$ cat config.mk
export PLATFORM = sky130hd
export DESIGN_NAME = acc_chain_ctrl
export DESIGN_NICKNAME = d
export VERILOG_FILES = /design/src/rtl/acc_chain_ctrl.sv
export SDC_FILE = /design/constraint.sdc
export NUM_CORES = 1
export LEC_CHECK = 0
export ABC_AREA = 1
export CORE_ASPECT_RATIO = 1.1
export CORE_MARGIN = 4
export CORE_UTILIZATION = 53
export DETAILED_ROUTE_END_ITERATION = 16
export MAX_ROUTING_LAYER = met4
export PLACE_DENSITY = 0.84
export SLEW_MARGIN = 30
export SYNTH_ARGS = -nofsm -noshare
export SYNTH_HDL_FRONTEND = slang
export SYNTH_SLANG_ARGS = --single-unit
$ cat constraint.sdc
create_clock -name aclk -period 4.2 [get_ports aclk]
set_input_delay 0.84 -clock aclk [delete_from_list [all_inputs] [get_ports aclk]]
set_output_delay 0.84 -clock aclk [all_outputs]
set_load 0.05 [all_outputs]
$ cat src/rtl/acc_chain_ctrl.sv
// Sequencer for the cascaded accumulator chain of one conv core.
// Each step i>0 arms on its own multiplier "last" beat, then on the beat
// where accumulator i-1 presents its last result it muxes that result in.
// During that merge beat the multipliers and every non-merging accumulator
// are frozen. A step that waits too long for its upstream last raises a
// sticky sync error. In 1x1 mode the block is transparent.
module acc_chain_ctrl #(
  parameter int STEPS   = 8,
  parameter int TIMEOUT = 15
) (
  input  logic                       aclk,
  input  logic                       aresetn,
  input  logic                       aclken,
  input  logic                       is_1x1,
  input  logic [STEPS-1:0]           mul_valid,
  input  logic [STEPS-1:0]           mul_last,
  input  logic [STEPS-1:0]           acc_valid,
  input  logic [STEPS-1:0]           acc_last,
  output logic [STEPS-1:0]           mux_sel,
  output logic                       mul_clken,
  output logic [STEPS-1:0]           acc_clken,
  output logic                       chain_done,
  output logic                       sync_err,
  output logic [$clog2(STEPS)-1:0]   err_step
);

  localparam int IW = $clog2(STEPS);
  localparam int CW = $clog2(TIMEOUT + 1);

  localparam logic [0:0] IDLE  = 1'b0;
  localparam logic [0:0] ARMED = 1'b1;

  logic [0:0]     state [STEPS];
  logic [CW-1:0]  cnt   [STEPS];

  logic [STEPS-1:0] armed;
  logic [STEPS-1:0] merge;
  logic [STEPS-1:0] arm;
  logic [STEPS-1:0] tout;
  logic             any_merge;
  logic [IW-1:0]    first_tout;

  // Merge detection, freeze enables and per-step arm/timeout conditions
  always_comb begin
    armed      = '0;
    merge      = '0;
    tout       = '0;
    first_tout = '0;
    for (int i = 1; i < STEPS; i++) begin
      armed[i] = (state[i] == ARMED) & ~is_1x1;
      merge[i] = armed[i] & acc_valid[i-1] & acc_last[i-1];
    end
    any_merge  = |merge;
    mul_clken  = aclken & ~any_merge;
    acc_clken  = {STEPS{aclken}} & (~{STEPS{any_merge}} | merge);
    mux_sel    = armed;
    chain_done = mul_clken & acc_valid[STEPS-1] & acc_last[STEPS-1];
    // A last beat only counts when the multipliers actually advance
    arm        = mul_valid & mul_last & {STEPS{mul_clken & ~is_1x1}};
    arm[0]     = 1'b0;
    for (int i = 1; i < STEPS; i++) begin
      tout[i] = armed[i] & ~merge[i] & (cnt[i] == CW'(TIMEOUT - 1));
    end
    // Descending scan so the lowest timing-out step is reported
    for (int i = STEPS - 1; i >= 1; i--) begin
      if (tout[i]) first_tout = IW'(i);
    end
  end

  // Step FSMs, wait counters and the sticky error record
  always_ff @(posedge aclk) begin
    if (!aresetn) begin
      for (int i = 0; i < STEPS; i++) begin
        state[i] <= IDLE;
        cnt[i]   <= '0;
      end
      sync_err <= 1'b0;
      err_step <= '0;
    end else if (aclken) begin
      for (int i = 1; i < STEPS; i++) begin
        if (is_1x1) begin
          state[i] <= IDLE;
          cnt[i]   <= '0;
        end else if (state[i] == IDLE) begin
          state[i] <= arm[i] ? ARMED : IDLE;
          cnt[i]   <= '0;
        end else if (merge[i] || tout[i]) begin
          // Leaving ARMED; a coincident last beat re-arms immediately
          state[i] <= arm[i] ? ARMED : IDLE;
          cnt[i]   <= '0;
        end else begin
          cnt[i]   <= cnt[i] + 1'b1;
        end
      end
      if ((|tout) && !sync_err) begin
        sync_err <= 1'b1;
        err_step <= first_tout;
      end
    end
  end

endmodule

### Word-level counts from Yosys, hierarchy flattened

Memory sizes are Yosys's and may differ from the RTL's.
Index checks and enable logic that the tools add are counted.

* word-level logic and storage cells: 319
* bits of input ports: 36
* memories kept: 2
* output and inout bits: 22
* flip-flop bits (word level): 4
* RAM bits: 40

Memories
* cnt: depth 8, bits a word 4, rd ports 7, clocked after Yosys merged registers in 0, write ports 8, line 34 `logic [CW-1:0] cnt [STEPS];`
* state: depth 8, bits a word 1, rd ports 7, clocked after Yosys merged registers in 0, write ports 8, line 33 `logic [0:0] state [STEPS];`

* bitwise logic cells: 102
* equal/unequal tests: 7
* reduce and logical (&&, ||, !) cells: 12
* multiplexer cells: 187
* add/subtract/negate cells: 7

Operators by type and width (number)
* 2-to-1 mux 1 bit: 152
* 2-to-1 mux 4 bit: 28
* OR 1 bit: 49
* AND 1 bit: 39
* adder 4 x 1 -> 4 bit (second input constant): 7
* equality test 4 bit (second input constant): 7
* AND 8 bit: 3
* 2-to-1 mux 3 bit: 7
* OR reduction 7 bit: 2
* NOT 1 bit: 9
* NOT 8 bit: 1
* OR 8 bit: 1
* logical OR 1 bit: 7
* AND reduction 2 bit: 1
* logical AND 1 bit: 1
* logical NOT 1 bit: 1

### Longest topological paths before layout

* depth in word-level cells: 16
* gate-level depth with buffers: 12
* mapped depth without buffers: 12

### Least setup slack after synthesis

No wires, ideal clock.

* path type: input port to output port
* from: input is_1x1
* to: output chain_done
* arrival: 2.505 ns
* data required time: 3.360 ns
* buffers on the path: 1
* path slack: 0.855 ns
* stages on the path: 11
* cell sequence: buf_6 inv_8 nand2_4 inv_4 nand2_4 nand2_4 nor2_4 nand2_4 nor2_8 inv_1 nor2_1

* cells in the longest elaborated chain, start to end: 9
* elaborated cells on any way between the ends: 27
* classes of those cells: 26 x bitwise; 1 x reduce/logical

RTL lines
* start: declaration: line 14 `input logic is_1x1,`
* NOT 1 bit: line 50 `armed[i] = (state[i] == ARMED) & ~is_1x1;`
* AND 1 bit: line 50
* via mux_sel[6]: line 19 `output logic [STEPS-1:0] mux_sel,`
* AND 1 bit (2 in series): line 51 `merge[i] = armed[i] & acc_valid[i-1] & acc_last[i-1];`
* OR reduction 7 bit: line 53 `any_merge = |merge;`
* NOT 1 bit: line 54 `mul_clken = aclken & ~any_merge;`
* AND 1 bit: line 54
* via mul_clken: line 20 `output logic mul_clken,`
* AND 1 bit (2 in series): line 57 `chain_done = mul_clken & acc_valid[STEPS-1] & acc_last[STEPS-1];`
* end: declaration: line 22 `output logic chain_done,`

The timed path passes the listed nets, and every way through them passes these cells.

### Worst setup path in the final report

* from: input is_1x1
* to: output chain_done

* cells in the longest elaborated chain, start to end: 9
* elaborated cells on any way between the ends: 27
* classes of those cells: 26 x bitwise; 1 x reduce/logical

RTL lines (line)
* NOT 1 bit (*): 50
* AND 1 bit: 50
* AND 1 bit (2 in series): 51
* OR reduction 7 bit (*): 53
* NOT 1 bit (*): 54
* AND 1 bit (*): 54
* AND 1 bit (*) (2 in series): 57

Every way passes the cells marked *; elsewhere a longest branch is shown, timed or not.

==> results.txt <==
Yosys reg bits -> 39
Worst R2R Path Depth -> 11
Req. time, crit path -> 3360 ps
worst hold endpoint -> err_step[1]$_SDFFE_PN0P_
HP Class -> flip-flop to flip-flop
share of the synthesized area in the top cell type -> 40.2%
Post-route DRC -> 0
Area Growth Syn to Fin -> 31.3%
synth top area cells -> edfxtp_1, nor2_1, nand2_1, ha_1, nand3_1
startpoint types -> input port
Final ANT Viol Nets -> 0
Via Count -> 2047
vias in the first global route -> 2110
Post-Syn Area per Cell -> 8.97 um2
worst reg-to-reg setup slack -> 2450 ps
CTS root buf -> clkbuf_8
routability congestion estimate from global placement -> 0.859
Synth Area in Adders -> 6.90%
final instance area -> 3330 um2
Nets -> 392
Max Fclk -> 0.281 GHz
post-CTS sizing -> 0
M3 GR Usage -> 4.76%
Cells on Worst Hold Path -> 2
VDD IR max -> 0.165 mV
Num CTS Buffers -> 5
ys async rst share -> 0%
status -> completed
met2 global-route usage -> 35.2%
Worst-path clk slew -> 70 ps
Final setup violation count -> 0
P per Cell Area -> 279 nW/um2
Final min period -> 3560 ps
final setup TNS -> 0 ps
leakage power -> 1.37 nW
Compound-Gate Fraction of Synth Area -> 3.30%
final wirelength -> 5.68 mm
initial DRC count -> 107
I/O pin cnt -> 58
XOR/XNOR Fraction of Synth Area -> 4.83%
Mapped Cells -> 283
Die Ht -> 80.6 um
final hold slack -> 491 ps
mean routed wirelength per cell -> 14.2 um
relative slew slack -> 47.0%
total grt overflow -> 0
CP Class -> input port to output port
top_reg_cell synth -> edfxtp_1
die area -> 5960 um2
Post-DP HPWL -> 4.38 mm
TritonRoute pass-1 iters -> 4
crit-path max FO -> 9
sequential area share after synthesis -> 44.2%
diode count -> 0
CTS tree -> yes
Critical Path AT -> 2720 ps
initial antenna violation count -> 0
core area -> 4650 um2
multiplexer share of the synthesized area -> 0%
synth warn -> 0
most numerous cell in the Yosys netlist -> nor2_1
gr usage total -> 21.0%
RSZ-0062 raised after global routing -> false
Max Buffers Root-to-Sink -> 2
H-tree depth -> 2
clock sink total -> 39
share of cells above drive strength 1 -> 14.6%
largest net degree at the start of global routing -> 29
Post-Syn Nets -> 333
clock latency on the worst-skew pair -> 300 ps
Via-to-Cell Ratio -> 5.13
gr busiest metal -> met2
combinational family with the most area after synthesis -> simple AND/OR/NAND/NOR gates
Final Cycle Share -> 84.7%
synth unique cells -> 30
pin slew with the least headroom to its limit -> 795 ps
global-route met1 utilization -> 24.5%
number of max-cap violations -> 0
reg-to-reg startpoint -> cnt[1][4]$_SDFFCE_PN0P_
endpoint type of the worst setup path -> output port
post-synth top area cell -> edfxtp_1
max-slew violations -> 0
initial core utilization -> 54.5%
simple-gate share of the synthesized area -> 33.3%
first-pass GRT wire length -> 9.30 mm
synthesized cell area -> 2540 um2
clock skew -> 11.0 ps
R2R Path End -> err_step[1]$_SDFFE_PN0P_
Die Wd -> 74.0 um
cell row count -> 26
cts hold-fix bufs -> 0
Post-synth EDFFs -> 34
Placed Area -> 3230 um2
most frequent cells after synthesis -> nor2_1, nand2_1, inv_1, edfxtp_1, nand3_1
IO Port Bufs -> 54
hold_sp -> err_step[1]$_SDFFE_PN0P_
# Post-CTS Setup Buffers -> 0
Final Hold Fails -> 0
## state kept, by name, indices dropped and copies added (netlist names)
| signal | count |
|---|---|
| state | 7 |
| cnt | 28 |
| sync_err | 1 |
| err_step | 3 |
## worst max-delay path, stage by stage
cell,delay [ps]
clkdlybuf4s50_1,450
buf_4,250
inv_8,70
nand2_4,70
inv_4,40
nand2_4,60
nand2_4,50
nor2_4,120
nand2_4,120
nor2_8,180
inv_1,100
nor2_1,180
buf_12,160
## cells by family (layout without fill, tap and decap cells)
logic type      count (synthesis)  in the layout
buf+inv                        42            102
simple gates                  159            159
compound gates                 14             14
flops                          39             39
fa+ha+maj                      14             14
xor+xnor                       14             14
other cells                     1              1
## per-stage QoR
stage | util [%] | power, mW | instances | worst slack, ps
floorplan | - | 0.564 | 283 | 855
global placement | 69.4 | 0.652 | 391 | 655
detailed placement | 69.5 | 0.657 | 391 | 639
CTS | 71.6 | 0.934 | 399 | 626
global route | 71.6 | 0.962 | 399 | 509
finish | 71.6 | 0.931 | 399 | 642
## report_power, final
part | internal (mW) | switching, mW
Sequential | 0.438 | 0.0149
Clock | 0.150 | 0.132
Combinational | 0.0848 | 0.111
## cell type report
class                   instances  area [um2]
clock buffers                   8         100
repair buffers                 55         648
flip-flops and latches         39        1120
inverters                      39         159
multi-input cells             202        1230
fillers                       343        1320
well taps                      56        70.1
## worst max path at each step
stage	from	to	slack (ps)	cells past startpoint
2_1_floorplan	is_1x1	chain_done	860	11
3_3_place_gp	is_1x1	chain_done	650	13
3_5_place_dp	is_1x1	chain_done	640	13
4_1_cts	is_1x1	chain_done	630	13
5_1_grt	is_1x1	chain_done	510	13
6_report	is_1x1	chain_done	640	13
## cell usage in the layout, fill, tap and decap left out, types with 2 or more instances in the layout
| cell | instances |
|---|---|
| nor2_1 | 54 |
| nand2_1 | 48 |
| clkdlybuf4s50_1 | 44 |
| inv_1 | 35 |
| edfxtp_1 | 34 |
| nand3_1 | 27 |
| ha_1 | 14 |
| buf_12 | 10 |
| nor2_4 | 7 |
| nand2_4 | 7 |
| a21oi_1 | 7 |
| xnor2_1 | 7 |
| xor2_1 | 7 |
| clkbuf_8 | 7 |
| dfxtp_1 | 5 |
| nand4_1 | 4 |
| nor3_2 | 4 |
| a31oi_1 | 3 |
| nand3_4 | 2 |
| inv_4 | 2 |
| nand3_2 | 2 |
## per-layer routing
metal	wire [um]	share of wire [%]	vias to the layer above
li1	-	-	1033
met1	2370	42	938
met2	2800	49	68
met3	437	7.7	8
met4	75	1.3	0
met5	0	0	-
(Power assumes the default switching activity.)
